File: src/rtl/dropout_mask_gen.sv
// rtl/dropout_mask_gen.sv - PRNG-driven dropout/keep mask generator with valid/ready output
module dropout_mask_gen #(
  parameter int RAND_WIDTH  = 32,
  parameter int SLICE_WIDTH = 8,
  parameter int MASK_WIDTH  = 64
) (
  input  logic                   clock,
  input  logic                   reset_n,
  input  logic                   start,
  input  logic [SLICE_WIDTH-1:0] keep_threshold,
  output logic                   rng_enable,
  output logic                   rng_fetch,
  input  logic [RAND_WIDTH-1:0]  rng_data,
  output logic [MASK_WIDTH-1:0]  mask,
  output logic                   mask_valid,
  input  logic                   mask_ready,
  output logic                   busy
);

  localparam int SPW   = RAND_WIDTH / SLICE_WIDTH;
  localparam int WORDS = MASK_WIDTH / SPW;
  localparam int FW    = $clog2(WORDS + 1);
  localparam int CW    = (WORDS > 1) ? $clog2(WORDS) : 1;

  typedef enum logic [1:0] {IDLE, GEN, DONE} state_t;

  state_t                 state;
  logic [FW-1:0]          fetch_cnt;
  logic [CW-1:0]          cap_cnt;
  logic [SLICE_WIDTH-1:0] thr_q;
  logic                   fetch_d;
  logic [SPW-1:0]         word_bits;

  // One keep bit per slice of the returned word: keep when slice < threshold
  for (genvar g = 0; g < SPW; g++) begin : g_slice
    assign word_bits[g] = (rng_data[g*SLICE_WIDTH +: SLICE_WIDTH] < thr_q);
  end

  // Fetch requests are issued back to back until WORDS words have been asked for
  assign rng_fetch  = (state == GEN) && (fetch_cnt < FW'(WORDS));
  assign rng_enable = rng_fetch;
  assign busy       = (state != IDLE);

  // Request FSM; words are shifted in from the top so word 0 ends up in the low bits
  always_ff @(posedge clock) begin
    if (!reset_n) begin
      state      <= IDLE;
      mask       <= '0;
      mask_valid <= 1'b0;
      fetch_cnt  <= '0;
      cap_cnt    <= '0;
      thr_q      <= '0;
      fetch_d    <= 1'b0;
    end else begin
      fetch_d <= rng_fetch;
      case (state)
        IDLE: begin
          if (start) begin
            thr_q     <= keep_threshold;
            fetch_cnt <= '0;
            cap_cnt   <= '0;
            mask      <= '0;
            state     <= GEN;
          end
        end
        GEN: begin
          if (rng_fetch) begin
            fetch_cnt <= fetch_cnt + 1'b1;
          end
          if (fetch_d) begin
            mask    <= {word_bits, mask[MASK_WIDTH-1:SPW]};
            cap_cnt <= cap_cnt + 1'b1;
            if (cap_cnt == CW'(WORDS - 1)) begin
              mask_valid <= 1'b1;
              state      <= DONE;
            end
          end
        end
        DONE: begin
          if (mask_ready) begin
            mask_valid <= 1'b0;
            state      <= IDLE;
          end
        end
        default: state <= IDLE;
      endcase
    end
  end

endmodule

File: config.mk
export PLATFORM = sky130hd
export DESIGN_NAME = dropout_mask_gen
export DESIGN_NICKNAME = d
export VERILOG_FILES = /design/src/rtl/dropout_mask_gen.sv
export SDC_FILE = /design/constraint.sdc
export NUM_CORES = 1
export LEC_CHECK = 0
export ABC_AREA = 1
export BUFFER_PORTS_ARGS = -buffer_cell sky130_fd_sc_hd__buf_2
export CAP_MARGIN = 20
export CORE_ASPECT_RATIO = 0.6
export CORE_MARGIN = 10
export CORE_UTILIZATION = 45
export DETAILED_ROUTE_END_ITERATION = 6
export GPL_TIMING_DRIVEN = 1
export PLACE_DENSITY = 0.77
export SYNTH_ARGS = -nofsm -noshare
export SYNTH_HDL_FRONTEND = slang
export SYNTH_SLANG_ARGS = --single-unit
File: constraint.sdc
create_clock -name clock -period 2.73 [get_ports clock]
set_input_delay 0.546 -clock clock [delete_from_list [all_inputs] [get_ports clock]]
set_output_delay 0.546 -clock clock [all_outputs]
set_load 0.02 [all_outputs]
==> results.sh <==
export IMPL_outcome="complete, no violations"
export IMPL_drc=0
export IMPL_finalHoldViolCount=0
export IMPL_synth_avg_cell_area_um2=8.46
export IMPL_die_h_um=94.5
export IMPL_rows=27
export IMPL_end_kind="flip-flop"
export IMPL_crit_fanout=24
export IMPL_async_flop_share_pct=0
export IMPL_place_inst=692
export IMPL_grt_usage_pct=15.4
export IMPL_synth_cell_types=30
export IMPL_dieArea_mm2=0.0136
export IMPL_critPathLaunchType="flip-flop"
export IMPL_die_w_um=144
export IMPL_nets=661
export IMPL_p_switching_uw=712
export IMPL_area_growth_synth_to_final_pct=19.1
export IMPL_drt_wirelength_per_cell_um=15.1
export IMPL_ioPinCount=112
export IMPL_synth_nets=566
export IMPL_post_route_util_pct=54.6
export IMPL_grt_pass1_wl_um=17300
export IMPL_r2r_end="mask[4]$_SDFFE_PN0P_"
export IMPL_vias=3685
export IMPL_synthCells=492
export IMPL_maxSlewViolCount=0
export IMPL_p_int_mw=2.01
export IMPL_routed_via_density=5.21
export IMPL_seq_area_frac_synth_pct=40.9
export IMPL_cts_setup_buffers=0
export IMPL_ys_seq_elements=85
export IMPL_r2r_start="state[0]$_SDFFE_PN0P_"
export IMPL_dr_pass1_iters=4
export IMPL_drive_gt1_share_pct=37.2
export IMPL_antenna_found_initial=0
export IMPL_critPathLaunch="state[0]$_SDFFE_PN0P_"
export IMPL_antenna_diode_count=0
export IMPL_first_global_vias=3530
export IMPL_yosys_area_top_type="dfxtp_1"
export IMPL_ctsHoldBuffers=0
export IMPL_core_mm2=0.00909
export IMPL_cts_tree="done"
export IMPL_drv_cap=0
export IMPL_grt_max_degree=68
export IMPL_relSlewSlack_pct=55.8
export IMPL_finalSetupTns_ns=0
export IMPL_critPathKind="flip-flop to flip-flop"
export IMPL_fillers=838
export IMPL_initial_utilization_pct=45.8
export IMPL_finalSetupViolations=0
export IMPL_p_leak_nw=2.10
export IMPL_rsz0062_at_grt="no"
export IMPL_fin_crit_sh_pct=66.7
export IMPL_synth_area_mm2=0.00416
export IMPL_seq_power_share_pct=46.6
export IMPL_hold_class="flip-flop to flip-flop"
export IMPL_p_sw_share_pct=26.1
export IMPL_cp_endpoint="mask[4]$_SDFFE_PN0P_"
export IMPL_initialDrtViolationCount=342
export IMPL_crit_required_ns=2.99
export IMPL_synth_top_flop_cell="dfxtp_1"
export IMPL_synth_edf_count=0
export IMPL_portBuffers=111
export IMPL_cts_max_path_buffers=2
export IMPL_grt_overflow=0
export IMPL_vdd_drop_max_mv=0.319
export IMPL_r2r_setup_slack_ns=0.91
export IMPL_place_congestion=0.837
export IMPL_cts_root_buf="clkbuf_16"
export IMPL_htreeDepth=3
export IMPL_cts_sinks=85
export IMPL_powerDensity_mw_per_mm2=550
export IMPL_cts_clk_slew_worst_paths_ns=0.06
export IMPL_final_instance_count_excl_fill=707
export IMPL_ff2ff_path_depth=7
export IMPL_pwr_share_clk_pct=40.0
export IMPL_yosysWarnings=0
export IMPL_yosys_top_cells_area="dfxtp_1 (41%), ha_1 (9.0%), a21oi_2 (8.4%)"
export IMPL_routed_wirelength_um=10700
export IMPL_fmax_mhz=549
export IMPL_cts_made_buffers=9
export IMPL_worstMarginPinSlew_ns=0.664
export IMPL_dp_hpwl_um=7940
export IMPL_period_needed_ns=1.82
export IMPL_combPwrFrac_pct=13.5
export IMPL_clock_skew_ns=0.00682
export IMPL_cp_arrival_ns=2.08
export IMPL_ant_nets=0
export IMPL_insertion_delay_ns=0.34
export IMPL_synth_top_cell_area_share_pct=40.9
export IMPL_cts_resized=0
-- power by group through the flow --
stage,clock [mW],sequential (mW),combinational (mW)
floorplan,0,1.30,0.296
global placement,0,1.30,0.354
detailed placement,0,1.30,0.367
CTS,1.11,1.27,0.368
global route,1.16,1.27,0.421
finish,1.09,1.27,0.367
-- worst min-delay path by stage --
stage	from	endpoint	slack, ns	cells after the start
2_1_floorplan	cap_cnt[1]$_SDFFE_PN0P_	cap_cnt[1]$_SDFFE_PN0P_	0.46	2
3_3_place_gp	mask_valid$_SDFFE_PN0P_	mask_valid$_SDFFE_PN0P_	0.43	2
3_5_place_dp	mask_valid$_SDFFE_PN0P_	mask_valid$_SDFFE_PN0P_	0.44	2
4_1_cts	mask_valid$_SDFFE_PN0P_	mask_valid$_SDFFE_PN0P_	0.45	2
5_1_grt	mask[2]$_SDFFE_PN0P_	mask[2]$_SDFFE_PN0P_	0.49	2
6_report	mask_valid$_SDFFE_PN0P_	mask_valid$_SDFFE_PN0P_	0.46	2
-- per-layer routing --
metal / vias up / global-route usage (%) / wire length (um)
li1: 1840 / - / -
met1: 1721 / 20.4 / 4900
met2: 107 / 23.3 / 4790
met3: 17 / 4.76 / 779
met4: 0 / 6.03 / 191
met5: - / 0 / 0
-- state kept, by name (all words and copies together), names as in the netlist --
signal      flops
mask           64
cap_cnt         4
state           2
fetch_d         1
fetch_cnt       5
thr_q           8
mask_valid      1
-- cells in the mapped netlist, types with 4 or more instances --
master / count
o21a_1: 4
clkbuf_1: 15
buf_12: 5
a21oi_2: 40
buf_2: 7
a21oi_1: 50
nand3_1: 62
inv_1: 28
dfxtp_1: 85
o21ai_0: 10
nand2_2: 41
nor2_1: 13
ha_1: 30
nand4_1: 7
nand2_1: 69
-- layout by cell type, fill, tap and decap left out, drive strengths merged --
master / count
nor3b: 1
and3: 1
o21a: 4
nand3: 62
ha: 30
o22ai: 1
nor2: 14
a21oi: 90
o21ai: 12
clkinv: 2
a211oi: 1
nand4: 7
o31ai: 1
nor3: 3
nand2: 113
clkbuf: 13
buf: 116
dfxtp: 85
inv: 33
xor2: 2
-- per-stage QoR --
step | hold slack [ns] | power (mW) | instance area [um^2] | setup slack [ns]
finish | 0.457 | 2.73 | 4960 | 0.908
global route | 0.489 | 2.85 | 4960 | 0.691
global placement | 0.433 | 1.65 | 4700 | 0.794
floorplan | 0.456 | 1.59 | 4160 | 1.33
detailed placement | 0.444 | 1.66 | 4700 | 0.750
CTS | 0.455 | 2.75 | 4960 | 0.896
-- logic make-up after synthesis --
group / after synthesis / synth area share, %
AND/OR/NAND/NOR: 201 / 24.0
AO/OA/AOI/OAI: 109 / 17.1
flip-flops: 85 / 40.9
buffers and inverters: 65 / 8.60
adder cells (fa/ha/maj): 30 / 9.02
XOR/XNOR: 2 / 0.421
-- critical path: stages (launching register included) --
cell and delay [ns]:
dfxtp_1 0.41, nor2_1 0.10, nand2_2 0.28, nand2_4 0.15, inv_4 0.27, buf_4 0.32, nand2_1 0.08, a21oi_1 0.13
-- cell type report --
type / count / area [um^2] / area share (%)
multi-input cells: 342 / 2100 / 42.4
flip-flops and latches: 85 / 1700 / 34.4
well taps: 116 / 145 / 2.93
clock buffers: 13 / 250 / 5.05
inverters: 33 / 129 / 2.60
clock inverters: 2 / 10.0 / 0.202
repair buffers: 116 / 618 / 12.5
No activity file was read; power rests on OpenSTA's default activity.
